==> config.mk <==
export PLATFORM = sky130hd
export DESIGN_NAME = hilo_muldiv_unit
export DESIGN_NICKNAME = d
export VERILOG_FILES = /design/src/rtl/hilo_muldiv_unit.sv
export SDC_FILE = /design/constraint.sdc
export NUM_CORES = 2
export LEC_CHECK = 0
export BUFFER_PORTS_ARGS = -buffer_cell sky130_fd_sc_hd__clkbuf_2
export CAP_MARGIN = 10
export CELL_PAD_IN_SITES_DETAIL_PLACEMENT = 1
export CELL_PAD_IN_SITES_GLOBAL_PLACEMENT = 1
export CORE_MARGIN = 5
export CORE_UTILIZATION = 45
export CTS_BUF_LIST = sky130_fd_sc_hd__clkbuf_4
export CTS_CLUSTER_SIZE = 25
export DETAILED_ROUTE_END_ITERATION = 8
export PLACE_DENSITY = 0.88
export SYNTH_ARGS = -nofsm -noshare
export SYNTH_HDL_FRONTEND = slang
export SYNTH_SLANG_ARGS = --single-unit
==> constraint.sdc <==
create_clock -name i_clk -period 9.3 [get_ports i_clk]
set_input_delay 0.465 -clock i_clk [delete_from_list [all_inputs] [get_ports i_clk]]
set_output_delay 0.465 -clock i_clk [all_outputs]
set_load 0.03 [all_outputs]
==> src/rtl/hilo_muldiv_unit.sv <==
// HI/LO architectural register pair with a multi-cycle MULT/MULTU/DIV/DIVU engine.
// A single-cycle multiply, a radix-2 restoring divider and MTHI/MTLO direct writes.
module hilo_muldiv_unit #(
    parameter int DIV_ITERS = 32
) (
    input  logic        i_clk,
    input  logic        i_reset,
    input  logic        i_req_valid,
    input  logic [1:0]  i_req_op,
    input  logic [31:0] i_req_a,
    input  logic [31:0] i_req_b,
    input  logic        i_flush,
    input  logic        i_wr_hi_en,
    input  logic [31:0] i_wr_hi_data,
    input  logic        i_wr_lo_en,
    input  logic [31:0] i_wr_lo_data,
    output logic        o_busy,
    output logic        o_done,
    output logic [31:0] o_hi,
    output logic [31:0] o_lo
);

    localparam logic [1:0] S_IDLE = 2'd0;
    localparam logic [1:0] S_MUL  = 2'd1;
    localparam logic [1:0] S_DIV  = 2'd2;
    localparam logic [1:0] S_FIX  = 2'd3;

    localparam int              CNT_W     = $clog2(DIV_ITERS);
    localparam logic [CNT_W-1:0] LAST_ITER = CNT_W'(DIV_ITERS - 1);

    function automatic logic [31:0] cond_neg(input logic [31:0] v, input logic neg);
        cond_neg = neg ? (~v + 32'd1) : v;
    endfunction

    logic [1:0]       r_state;
    logic             r_op_signed;
    logic [31:0]      r_a;
    logic [31:0]      r_b;
    logic [31:0]      r_dvd;
    logic [31:0]      r_dvs;
    logic [32:0]      r_rem;
    logic [31:0]      r_quo;
    logic [CNT_W-1:0] r_cnt;
    logic             r_neg_q;
    logic             r_neg_r;
    logic [31:0]      r_hi;
    logic [31:0]      r_lo;
    logic             r_done;

    logic        w_accept;
    logic        w_req_signed;
    logic [31:0] w_a_mag;
    logic [31:0] w_b_mag;
    logic [1:0]  w_state_nxt;
    logic        w_commit;
    logic [32:0] w_shift_rem;
    logic [33:0] w_diff;
    logic        w_fits;
    logic [63:0] w_a64;
    logic [63:0] w_b64;
    logic [63:0] w_prod;
    logic [31:0] w_fix_hi;
    logic [31:0] w_fix_lo;
    logic [31:0] w_commit_hi;
    logic [31:0] w_commit_lo;

    assign w_accept     = (r_state == S_IDLE) && i_req_valid && !i_flush;
    assign w_req_signed = ~i_req_op[0];
    assign w_a_mag      = cond_neg(i_req_a, w_req_signed & i_req_a[31]);
    assign w_b_mag      = cond_neg(i_req_b, w_req_signed & i_req_b[31]);
    assign w_commit     = ((r_state == S_MUL) || (r_state == S_FIX)) && !i_flush;

    // One restoring-division step: shift in the next dividend bit, subtract if it fits.
    assign w_shift_rem = {r_rem[31:0], r_dvd[31]};
    assign w_diff      = {1'b0, w_shift_rem} - {2'b00, r_dvs};
    assign w_fits      = ~w_diff[33];

    // Sign-extend only for MULT so one 64x64 truncated product serves both ops.
    assign w_a64  = {{32{r_op_signed & r_a[31]}}, r_a};
    assign w_b64  = {{32{r_op_signed & r_b[31]}}, r_b};
    assign w_prod = w_a64 * w_b64;

    // Divide by zero bypasses sign correction and reports a fixed pattern.
    assign w_fix_lo = (r_b == 32'd0) ? 32'hFFFF_FFFF : cond_neg(r_quo, r_neg_q);
    assign w_fix_hi = (r_b == 32'd0) ? r_a : cond_neg(r_rem[31:0], r_neg_r);

    assign w_commit_hi = (r_state == S_MUL) ? w_prod[63:32] : w_fix_hi;
    assign w_commit_lo = (r_state == S_MUL) ? w_prod[31:0]  : w_fix_lo;

    // Next-state selection; flush always returns to idle.
    always_comb begin
        w_state_nxt = r_state;
        if (i_flush) begin
            w_state_nxt = S_IDLE;
        end else begin
            case (r_state)
                S_IDLE: begin
                    if (i_req_valid) begin
                        w_state_nxt = i_req_op[1] ? S_DIV : S_MUL;
                    end else begin
                        w_state_nxt = S_IDLE;
                    end
                end
                S_MUL: w_state_nxt = S_IDLE;
                S_DIV: begin
                    if (r_cnt == LAST_ITER) begin
                        w_state_nxt = S_FIX;
                    end else begin
                        w_state_nxt = S_DIV;
                    end
                end
                S_FIX:   w_state_nxt = S_IDLE;
                default: w_state_nxt = S_IDLE;
            endcase
        end
    end

    // FSM state register.
    always_ff @(posedge i_clk) begin
        if (i_reset) begin
            r_state <= S_IDLE;
        end else begin
            r_state <= w_state_nxt;
        end
    end

    // Operand capture and divider iteration datapath.
    always_ff @(posedge i_clk) begin
        if (i_reset) begin
            r_op_signed <= 1'b0;
            r_a         <= 32'd0;
            r_b         <= 32'd0;
            r_dvd       <= 32'd0;
            r_dvs       <= 32'd0;
            r_rem       <= 33'd0;
            r_quo       <= 32'd0;
            r_cnt       <= '0;
            r_neg_q     <= 1'b0;
            r_neg_r     <= 1'b0;
        end else if (w_accept) begin
            r_op_signed <= w_req_signed;
            r_a         <= i_req_a;
            r_b         <= i_req_b;
            r_dvd       <= w_a_mag;
            r_dvs       <= w_b_mag;
            r_rem       <= 33'd0;
            r_quo       <= 32'd0;
            r_cnt       <= '0;
            r_neg_q     <= w_req_signed & (i_req_a[31] ^ i_req_b[31]);
            r_neg_r     <= w_req_signed & i_req_a[31];
        end else if (r_state == S_DIV) begin
            r_dvd <= {r_dvd[30:0], 1'b0};
            r_rem <= w_fits ? w_diff[32:0] : w_shift_rem;
            r_quo <= {r_quo[30:0], w_fits};
            r_cnt <= r_cnt + CNT_W'(1);
        end
    end

    // Architectural HI/LO: an op commit overrides same-cycle direct writes.
    always_ff @(posedge i_clk) begin
        if (i_reset) begin
            r_hi   <= 32'd0;
            r_lo   <= 32'd0;
            r_done <= 1'b0;
        end else begin
            r_done <= w_commit;
            if (w_commit) begin
                r_hi <= w_commit_hi;
                r_lo <= w_commit_lo;
            end else begin
                if (i_wr_hi_en) begin
                    r_hi <= i_wr_hi_data;
                end
                if (i_wr_lo_en) begin
                    r_lo <= i_wr_lo_data;
                end
            end
        end
    end

    assign o_busy = (r_state != S_IDLE);
    assign o_done = r_done;
    assign o_hi   = r_hi;
    assign o_lo   = r_lo;

endmodule

==> out/qor.yml <==
run_status: "finished, violations left"
violations: "negative setup slack"
num_rows: 126
synth_edf_count: 0
io-pin-count: 202
area.growth.synth_to_final_pct: 9.322
hold_violations: 0
gr-usage-all-layers: 0.3470
routed_wl_mm: 219.8
syn_area_per_cell_um2: 8.575
synth.area.top_cells: "fa_1 (42%), dfxtp_1 (9.9%), inv_1 (8.3%)"
clkLatencyLatePin_ns: 0.94
nets: 7897
grt-ovfl-total: 0
maxCapViolCount: 0
n_fill_cell: 13886
cp-start-kind: "register"
max_freq_mhz: 107.0
slowest_delay_ns: 0.59
slew_headroom: 0.09908
cts_setup_buffers: 0
cts_htree_levels: 3
final.setup.worst_slack_ns: -0.04712
synth.largest_area_cell: "fa_1"
clockBufferDepth: 3
initial_core_util: 0.4535
synth-xor-area-share: 0.03418
critical_path.slowest_cell: "fa_1"
crit_top_cell: "fa_1"
synth-seq-cells: 266
coreArea_um2: 118100
cts_made_buffers: 75
layout_common_cells: "inv_1 (1179), fa_1 (1126), nand2_1 (1083)"
root_buffer: "clkbuf_4"
drtAntennaViolNets: 0
yosysSeqAreaShare: 0.09944
grt_antenna_before_repair: 27
timing.critical_path.buf_inv: 5
synth_cell_types: 79
synthAdderAreaFrac: 0.4793
die_width_um: 355.0
yosysWarnings: 0
clkSlewWorstSetupHoldPaths_ns: 0.07
layout_commonest_cell: "inv_1"
die_area_um2: 126000
hold_class: "primary input to register"
ys.flop_type: "dfxtp_1"
ys_async_sr_fraction: 0
worstPathMaxFanout: 21
min_period_over_period: 1.005
final_util: 0.4958
place_congestion: 1.003
critical_path_arrival_ns: 10.06
crit_family: "adder cells"
synth_top_family_by_area: "adder cells"
portBuffers: 201
drt_iter0_drc: 5165
whs_ns: 0.03393
synthCells: 6245
final_area_um2: 58540
syn_area_um2: 53550
grt_pass1_wl_mm: 334.2
drive_above_1_share: 0.08775
setup_viol: 1
peakVddDrop_v: 0.00007965
synth_compound_area_frac: 0.09743
cts_tree: "done"
cellPowerDensity_nw_per_um2: 72.67
cp.required_ns: 10.01
p_leak_nw: 28.19
netlist.area_leader.share: 0.4209
crit_path_end_kind: "register"
muxShareOfSynthArea: 0.01509
viasPerCell: 6.105
drc: 0
slew_violations: 0
max_slew.worst_pin.slew_ns: 1.350
placement.cell_area_um2: 56220
hpwl_mm: 164.5
synth.net_count: 7757
layout.cells.non_filler: 7997
grt_pass1_vias: 56709
min_period_ns: 9.347
synthSimpleGateAreaFrac: 0.1608
first_pass_iters: 7
vias: 48819
die_h_um: 355.0
dp.cells: 7722
route.detailed.wl_per_inst_um: 27.48
grt_max_degree: 89
skew_ns: 0.08222
cts_sinks: 266
worstSetupPathType: "register to register"
final timing paths:
check	startpoint	to	slack, ns	cells after the start
max	r_op_signed$_SDFFE_PP0P_	o_hi[15]$_SDFFE_PP0P_	-0.05	26
min reg2reg	r_quo[31]$_SDFFE_PP0P_	r_quo[31]$_SDFFE_PP0P_	0.49	2
max reg2reg	r_op_signed$_SDFFE_PP0P_	o_hi[15]$_SDFFE_PP0P_	-0.05	26
min	i_wr_lo_data[5]	o_lo[5]$_SDFFE_PP0P_	0.03	3
through the flow:
stage                     total power [mW]   TNS, ns  setup slack (ns)
after floorplan                      2.231         0             1.272
after global placement               2.731         0            0.4284
after detailed placement             2.835         0            0.1502
after CTS                            4.097         0           0.04160
after global routing                 4.379  -0.02048          -0.02048
final                                4.254  -0.04712          -0.04712
synth_stat cells (15+ instances only):
cell type  number
a211oi_1      110
a21o_1         51
a21oi_1       295
a221oi_1       19
a311oi_1       38
and2_1        349
and3_1         31
clkbuf_1      413
dfxtp_1       266
fa_1         1126
ha_1          250
inv_1        1180
mux2i_1        74
nand2_1      1083
nand2b_1       20
nand3_1        27
nand4_1        17
nor2_1        190
nor2b_1        32
nor3_1         30
nor4_1         27
o21ai_0       133
o22ai_1        18
o31ai_1        27
o41ai_1        15
or3_1          23
or4_1          16
xnor2_1       119
xor2_1         90
flip-flops by register name, indices dropped and copies added (netlist names):
| register | cells |
|---|---|
| o_done | 1 |
| r_b | 32 |
| r_neg_q | 1 |
| r_rem | 32 |
| r_quo | 32 |
| r_state | 2 |
| o_lo | 32 |
| r_dvs | 31 |
| o_hi | 32 |
| r_dvd | 32 |
| r_neg_r | 1 |
| r_cnt | 5 |
| r_op_signed | 1 |
| r_a | 32 |
routing by layer:
metal / global-route usage / wire length (µm) / up-vias
met5: 0.002692 / 312 / -
met4: 0.2901 / 23080 / 18
met3: 0.1014 / 22990 / 1486
met2: 0.5759 / 103600 / 3419
met1: 0.3641 / 69780 / 24481
li1: - / - / 19415
what timing repair did:
action / in CTS / in global routing
hold endpoints to repair: 142 / 0
hold buffers: 120 / 0
setup endpoints to repair: 0 / 20
resized for setup: 0 / 31
logic make-up after synthesis:
| family | Yosys count |
|---|---|
| buffers and inverters | 1608 |
| DFF | 266 |
| xor gates and xnor gates | 209 |
| and+or+nand+nor | 1885 |
| adders and majority gates | 1376 |
| AOI/OAI and AO/OA | 821 |
| muxes | 80 |
layout make-up:
cell class	count	area, µm²	share of cell area
inverters	1181	4437	0.07578
diodes	22	55.05	0.0009404
repair buffers	490	3577	0.06110
clock buffers	105	788.3	0.01346
well taps	1536	1922	0.03283
clock inverters	26	188.9	0.003227
flip-flops and latches	266	5359	0.09153
multi-input cells	4371	42220	0.7211
power breakdown:
part           internal (mW)  switching (mW)
sequential              1.20           0.125
clock                  0.607           0.685
combinational          0.568            1.07
worst register-to-register path, delay by kind of cell, from the launching register on:
kind | cells | cell delay [ns]
xor gates and xnor gates | 1 | 0.18
adders and majority gates | 9 | 4.43
DFF | 1 | 0.37
and+or+nand+nor | 5 | 1.68
AOI/OAI and AO/OA | 6 | 1.81
buffers and inverters | 5 | 0.68
Note: power is estimated with default switching activity, not from simulation.
